`src/rtl/div_unit_pkg.sv`:
```
// Shared types and constants for the multi-cycle divider (div_unit).
package div_unit_pkg;

  typedef logic [31:0] Reg_t;
  typedef logic [63:0] DoubleReg_t;

  typedef enum logic [1:0] {
    DIV_FREE   = 2'd0,
    DIV_BYZERO = 2'd1,
    DIV_ON     = 2'd2,
    DIV_END    = 2'd3
  } DivState_t;

  localparam logic       DivResultReady    = 1'b1;
  localparam logic       DivResultNotReady = 1'b0;
  localparam logic       DivStart          = 1'b1;
  localparam logic       DivStop           = 1'b0;
  localparam logic [5:0] DIV_ITER          = 6'd32;

endpackage

```
`src/rtl/div_unit.sv`:
```
// Restoring radix-2 divider, 32 steps, {remainder, quotient} result.
// Optional macro DIV_EARLY_EXIT_EN: finish at the start edge when |dividend| < |divisor|.
module div_unit
  import div_unit_pkg::*;
(
  input  logic       clk,
  input  logic       rst,
  input  logic       signed_div_i,
  input  Reg_t       opdata1_i,
  input  Reg_t       opdata2_i,
  input  logic       start_i,
  input  logic       annul_i,
  output DoubleReg_t result_o,
  output logic       ready_o,
  output DivState_t  state
);

  // Handshake: start_i is held high until ready_o is seen; ready_o stays high
  // (with result_o valid) until the first edge on which start_i is low.

  logic [5:0] cnt;
  Reg_t       quot;
  Reg_t       divisor;
  Reg_t       rem;
  logic       neg_q;
  logic       neg_r;

  logic [32:0] rem_shift;
  logic [32:0] diff;
  logic        q_bit;
  Reg_t        rem_next;
  Reg_t        quot_next;
  Reg_t        q_fix;
  Reg_t        r_fix;
  Reg_t        abs_a;
  Reg_t        abs_b;

  always_comb begin
    rem_shift = {rem, quot[31]};
    diff      = rem_shift - {1'b0, divisor};
    q_bit     = ~diff[32];
    rem_next  = q_bit ? diff[31:0] : rem_shift[31:0];
    quot_next = {quot[30:0], q_bit};
    q_fix     = neg_q ? -quot_next : quot_next;
    r_fix     = neg_r ? -rem_next : rem_next;
    // 0x80000000 keeps its own bit pattern, which is its correct unsigned magnitude.
    abs_a     = (signed_div_i && opdata1_i[31]) ? -opdata1_i : opdata1_i;
    abs_b     = (signed_div_i && opdata2_i[31]) ? -opdata2_i : opdata2_i;
  end

  always_ff @(posedge clk or negedge rst) begin
    if (!rst) begin
      state    <= DIV_FREE;
      cnt      <= '0;
      quot     <= '0;
      divisor  <= '0;
      rem      <= '0;
      neg_q    <= 1'b0;
      neg_r    <= 1'b0;
      ready_o  <= DivResultNotReady;
      result_o <= '0;
    end else begin
      case (state)
        DIV_FREE: begin
          ready_o  <= DivResultNotReady;
          result_o <= '0;
          if (start_i == DivStart && !annul_i) begin
            if (opdata2_i == '0) begin
              state <= DIV_BYZERO;
            end
`ifdef DIV_EARLY_EXIT_EN
            else if (abs_a < abs_b) begin
              state    <= DIV_END;
              ready_o  <= DivResultReady;
              result_o <= {opdata1_i, 32'h0};
            end
`endif
            else begin
              state   <= DIV_ON;
              cnt     <= '0;
              quot    <= abs_a;
              divisor <= abs_b;
              rem     <= '0;
              neg_q   <= signed_div_i & (opdata1_i[31] ^ opdata2_i[31]);
              neg_r   <= signed_div_i & opdata1_i[31];
            end
          end
        end
        DIV_BYZERO: begin
          if (annul_i) begin
            state <= DIV_FREE;
          end else begin
            state    <= DIV_END;
            ready_o  <= DivResultReady;
            result_o <= '0;
          end
        end
        DIV_ON: begin
          if (annul_i) begin
            state <= DIV_FREE;
            cnt   <= '0;
          end else if (cnt == DIV_ITER - 6'd1) begin
            // Final step folds straight into the sign-corrected result.
            state    <= DIV_END;
            cnt      <= '0;
            ready_o  <= DivResultReady;
            result_o <= {r_fix, q_fix};
          end else begin
            quot <= quot_next;
            rem  <= rem_next;
            cnt  <= cnt + 6'd1;
          end
        end
        DIV_END: begin
          if (start_i == DivStop) begin
            state    <= DIV_FREE;
            ready_o  <= DivResultNotReady;
            result_o <= '0;
          end
        end
        default: state <= DIV_FREE;
      endcase
    end
  end

endmodule
```
`config.mk`:
```
export PLATFORM = sky130hd
export DESIGN_NAME = div_unit
export DESIGN_NICKNAME = d
export VERILOG_FILES = /design/src/rtl/div_unit_pkg.sv /design/src/rtl/div_unit.sv
export SDC_FILE = /design/constraint.sdc
export NUM_CORES = 1
export LEC_CHECK = 0
export BUFFER_PORTS_ARGS = -buffer_cell sky130_fd_sc_hd__clkbuf_2
export CAP_MARGIN = 15
export CORE_MARGIN = 2
export CORE_UTILIZATION = 30
export DETAILED_ROUTE_END_ITERATION = 10
export PLACE_DENSITY_LB_ADDON = 0.25
export SYNTH_ARGS = -nofsm -noshare
export SYNTH_HDL_FRONTEND = slang
export SYNTH_SLANG_ARGS = --single-unit
```
`constraint.sdc`:
```
create_clock -name clk -period 5.4 [get_ports clk]
set_clock_uncertainty 0.05 [all_clocks]
set_input_delay 0.54 -clock clk [delete_from_list [all_inputs] [get_ports clk]]
set_output_delay 0.54 -clock clk [all_outputs]
set_load 0.02 [all_outputs]
```
# Word-level counts from Yosys, hierarchy flattened

Index checks and enable logic that the tools add are counted.

Add/subtract/negate cells: 6
Equality and inequality tests: 12
Multiplexer cells: 37
Bitwise gates (word level): 5
Reduce and logical (&&, ||, !) cells: 12

Operators with widths:

| kind                                                                  | number |
|---|---|
| 32-bit 2-to-1 mux                                                     | 13 |
| 64-bit 2-to-1 mux                                                     | 4 |
| 64-bit one-hot mux with 4 select lines                                | 1 |
| 32-bit negation                                                       | 4 |
| 32-bit one-hot mux with 2 select lines                                | 2 |
| 33-bit by 32-bit subtractor with 33-bit output                        | 1 |
| 32-bit logical NOT                                                    | 1 |
| 6-bit 2-to-1 mux                                                      | 4 |
| 2-bit != test, second input constant                                  | 7 |
| 2-bit 2-to-1 mux                                                      | 6 |
| 6-bit one-hot mux with 2 select lines                                 | 1 |
| 3-bit AND reduction                                                   | 3 |
| 2-bit one-hot mux with 4 select lines                                 | 1 |
| 6-bit by 1-bit adder with 6-bit output, second input constant         | 1 |
| 6-bit by 5-bit equality test with 1-bit output, second input constant | 1 |
| 5-bit AND reduction                                                   | 1 |
| 2-bit equality test, second input constant                            | 2 |
| 1-bit 2-to-1 mux                                                      | 4 |
| 1-bit one-hot mux with 4 select lines                                 | 1 |
| 4-bit AND reduction                                                   | 1 |
| 1-bit logical AND                                                     | 3 |
| 3-bit != test, second input constant                                  | 1 |
| 1-bit bitwise AND                                                     | 2 |
| 2-bit by 1-bit equality test with 1-bit output, second input constant | 1 |
| other kinds (5)                                                       | 6 |

Register bits: 171
Input bits: 69
Output and inout port bits: 67
Word-level logic and storage cells: 81

# Longest topological paths before layout

Depth after elaboration: 7
Mapped depth: 23
Mapped depth without buffers: 20

# Least setup slack after synthesis

OpenSTA, ideal clock, no wires.

Path type: register to register
Start: register quot[31]
End: register result_o[30]
Library setup time: 0.129 ns
Data arrival time: 4.809 ns
Required time: 5.221 ns
Setup slack: 0.412 ns
Cell stages (with the launch flop): 24
Path buffers: 3
Clock period less this slack: 4.988 ns
Path through: dfrtp_1 -> inv_1 -> ha_1 -> fa_1 -> nand2b_1 -> a211oi_1 -> o22ai_1 -> o21ai_2 -> a41oi_2 -> xnor2_2 -> inv_2 -> buf_2 -> buf_2 -> buf_1 -> ha_1 -> nand2_1 -> or2_1 -> or4_1 -> or4_1 -> inv_1 -> nand2_1 -> o31ai_1 -> xor2_1 -> o21ai_1

Cells in the longest elaborated chain, start to end: 7

RTL lines:

| what                                           | RTL line        | RTL |
|---|---|---|
| start, declared                                | div_unit.sv:22  | `Reg_t quot;` |
| start signal, assigned                         | div_unit.sv:81  | `quot <= abs_a;` |
| start signal, assigned                         | div_unit.sv:109 | `quot <= quot_next;` |
| 33-bit by 32-bit subtractor with 33-bit output | div_unit.sv:40  | `diff = rem_shift - {1'b0, divisor};` |
| 1-bit inverter                                 | div_unit.sv:41  | `q_bit = ~diff[32];` |
| 32-bit negation                                | div_unit.sv:44  | `q_fix = neg_q ? -quot_next : quot_next;` |
| 32-bit 2-to-1 mux                              | div_unit.sv:44  |  |
| 64-bit 2-to-1 mux                              | div_unit.sv:102 | `end else if (cnt == DIV_ITER - 6'd1) begin` |
| 64-bit 2-to-1 mux                              | div_unit.sv:99  | `if (annul_i) begin` |
| 64-bit one-hot mux with 4 select lines         | div_unit.sv:63  | `case (state)` |
| end signal, assigned                           | div_unit.sv:107 | `result_o <= {r_fix, q_fix};` |
| end, declared                                  | div_unit.sv:13  | `output DoubleReg_t result_o,` |

No other way between the ends. The select of a mux whose other input is x is not followed.
A chain may end at the register's enable or synchronous reset.

# Worst setup path after layout

Start: register quot[31]
End: register result_o[28]

Same word-level chain as after synthesis.

==> qor.csv <==
metric,value,unit
status,"complete, no violations",
fin nets,1703,
first-pass GRT wire length,59300,µm
antenna violations before repair,0,
Synthesized Nets,1613,
grt ovf,0,
Post-Synth Adder-Cell Area,4.54,%
Clock Latency Late Sink,450,ps
Starting Density,30.3,%
H-tree Lvls,4,
ys async rst share,100,%
HPWL Detailed,27200,µm
Worst EP arrival,5250,ps
Tot Pwr,5880,µW
Slew HR,26.3,%
vias per cell,5.14,
post_cts resized,0,
# diodes,0,
unrepaired setup endpoints after global routing,false,
Setup Crit Path Kind,register to register,
YS warnings,0,
Sink Count,171,
Least-Margin Pin Slew,1100,ps
CP Launch Type,register,
Post-CTS Hold Fix Bufs,0,
Worst Path Required,5670,ps
Placed Area,13100,µm²
"Design Area, Final",13700,µm²
Via Count,10943,
TritonCTS clock tree,yes,
XOR/XNOR share of the synthesized area,10.3,%
Peak VDD IR,0.000243,V
post-route clock period utilization,92.2,%
"EDFF count, synth",0,
1st-iter DRT viols,723,
Reg-to-Reg Start,quot[31],
Critical Path Source,quot[31],
largest net degree at the start of global routing,172,
Tightest Hold Check Type,input pin to async pin,
CP max stage cell,or4_1,
CP cell instances,inv_1 -> ha_1 -> fa_1 -> nand2b_1 -> a211oi_1 -> o22ai_1 -> o21ai_2 -> a41oi_2 -> xnor2_4 -> inv_2 -> ha_1 -> nand2_1 -> or2_1 -> or4_1 -> or4_1 -> inv_1 -> nand2_1 -> o41ai_2 -> xor2_1 -> o21ai_1,
Worst Setup EP,result_o[28],
Cell Pwr Density,428,nW/µm²
DRT Wirelength,36400,µm
MaxCap Viol Count,0,
Final Max Tran Viols,0,
simple-gate share of the synthesized area,20.5,%
I/O Buffers,135,
vias in the first global route,10811,
TritonRoute pass-1 iters,5,
CP max FO,4,
Site Rows,73,
"slowest stage delay, CP",500,ps
reg2reg end,result_o[28],
Fmax achieved,0.201,GHz
share of cells above drive strength 1,13.2,%
post-route ant nets,0,
ys flop type,dfrtp_1,
core area,39600,µm²
CP Capture Type,register,
Post-CTS Setup Bufs,0,
Lkg Pwr,0.00605,µW
clock slew at reported path FFs,70,ps
synth unique cells,73,
Final Hold Vio Count,0,
CTS Buf Count,17,
largest family of logic cells by synthesized area,compound AO/OA/AOI/OAI gates,
mux cell area share after synthesis,1.77,%
min Tclk post-route,4980,ps
GRT Overall Usage,18.1,%
Post-route DRC,0,
register area share after synthesis,35.7,%
GPL Wtd Cong,0.887,
Die X,204,µm
Routed WL per cell,17.1,µm
Seq cells post-synth,171,
Root Buffer,clkbuf_16,
IO Pins,136,
worst reg2reg path depth,20,
Post-Syn Area,12000,µm²
Die ar.,41600,µm²
Die Y,204,µm
endpoints failing setup,0,
Synth Area per Inst,8.00,µm²
Synth Instances,1501,
flop-to-flop setup slack,420,ps
Sum Neg Setup Slack,0,ps
layout overhead on the synthesized area,14.3,%
compound-cell area share of the yosys netlist,22.7,%
Max Root-Sink Buffers,2,
## logic make-up after synthesis
| logic type | after synthesis |
|---|---|
| simple gates | 531 |
| xor+xnor | 140 |
| compound gates | 465 |
| mux | 21 |
| buf+inv | 130 |
| flops | 171 |
| fa+ha+maj | 43 |
## power breakdown
part / switching (µW) / internal (µW)
logic: 1870 / 992
clock network: 579 / 626
registers: 274 / 1540
total: 2720 / 3160
## cell type report
| type | count | area (µm²) |
|---|---|---|
| timing repair buffer | 148 | 821 |
| multi-input combinational | 1200 | 7210 |
| clock buffer | 20 | 457 |
| inverter | 53 | 199 |
| tap | 525 | 657 |
| fill | 4212 | 25900 |
| clock inverter | 12 | 104 |
| sequential | 171 | 4280 |
## cell usage after synthesis, drive strengths merged (2+ instances only)
cell     number  area [µm²]
nand3        23         115
a22o          7        61.3
ha           42         526
a41oi         5        51.3
a211oi        8        60.1
nand3b        2        15.0
nor4         20         155
mux2i        19         190
nor3b         6        45.0
o31ai        26         205
nand4b        2        17.5
nor2b         7        43.8
o21bai        5        37.5
o211ai        3        22.5
nand4        10        68.8
or3          21         131
xor2         69         604
a21o         15         113
clkbuf       47         180
nand2b       10        70.1
inv          52         195
and3b         2        17.5
o21ai       228        1140
a21oi       120         608
o41ai        12         120
a2111oi       2        42.5
and2          8        50.1
and3          6        37.5
nor3         27         140
nor2        105         394
or2           3        18.8
a31o          4        35.0
a31oi        13        81.3
xnor2        71         629
or3b          3        26.3
a21boi        2        15.0
a311oi        2        17.5
dfrtp       171        4280
mux2          2        22.5
o21a          6        45.0
o22ai         2        12.5
buf          30         171
nand2       257         965
or4          17         131
## per-layer routing
metal  wire length [µm]  GRT usage (%)
met5                  0              0
met4                641           5.31
met3               1800           3.56
met2              16800           29.0
met1              17100           24.6
## registers in the layout (all words and copies together) (netlist names)
register	cells
cnt	6
neg_r	1
divisor	32
state	2
ready_o	1
quot	32
rem	32
neg_q	1
result_o	64
## critical path, delay by kind of cell, from the launching register on
kind                     cells  cell delay [ps]
XOR/XNOR                     2              370
AO/OA/AOI/OAI                6             1410
flip-flops                   1              370
buffers and inverters        3              270
AND/OR/NAND/NOR              6             1620
adder cells (fa/ha/maj)      3              770
## layout by cell type (no fill, tap or decap), drive strengths merged, types with 14 or more instances in the layout
| cell | Yosys | final |
|---|---|---|
| ha | 42 | 42 |
| a21o | 15 | 15 |
| nand2 | 257 | 257 |
| dfrtp | 171 | 171 |
| xnor2 | 71 | 71 |
| or4 | 17 | 17 |
| inv | 52 | 58 |
| nor2 | 105 | 105 |
| mux2i | 19 | 19 |
| a21oi | 120 | 120 |
| xor2 | 69 | 69 |
| nor3 | 27 | 27 |
| o21ai | 228 | 228 |
| or3 | 21 | 21 |
| clkbuf | 47 | 154 |
| nor4 | 20 | 20 |
| buf | 30 | 14 |
| nand3 | 23 | 23 |
| o31ai | 26 | 26 |
## worst min path at each step
stage / endpoint / slack [ps] / cells past startpoint
3_3_place_gp: result_o[0] / 410 / 2
6_report: divisor[18] / 130 / 2
3_5_place_dp: result_o[23] / 420 / 2
5_1_grt: divisor[25] / 270 / 2
2_1_floorplan: cnt[0] / 190 / 0
4_1_cts: divisor[30] / 270 / 2
## per-stage QoR
stage          std cells  worst slack, ps  hold slack (ps)  utilization (%)
3_3_place_gp        2096              578              415             33.1
5_1_grt             2129             37.8              275             34.6
4_1_cts             2128              418              274             34.6
2_1_floorplan       1501              412              194                -
6_report            2129              423              128             34.6
3_5_place_dp        2096              499              422             33.1
Power figures use the tool's default switching activity.
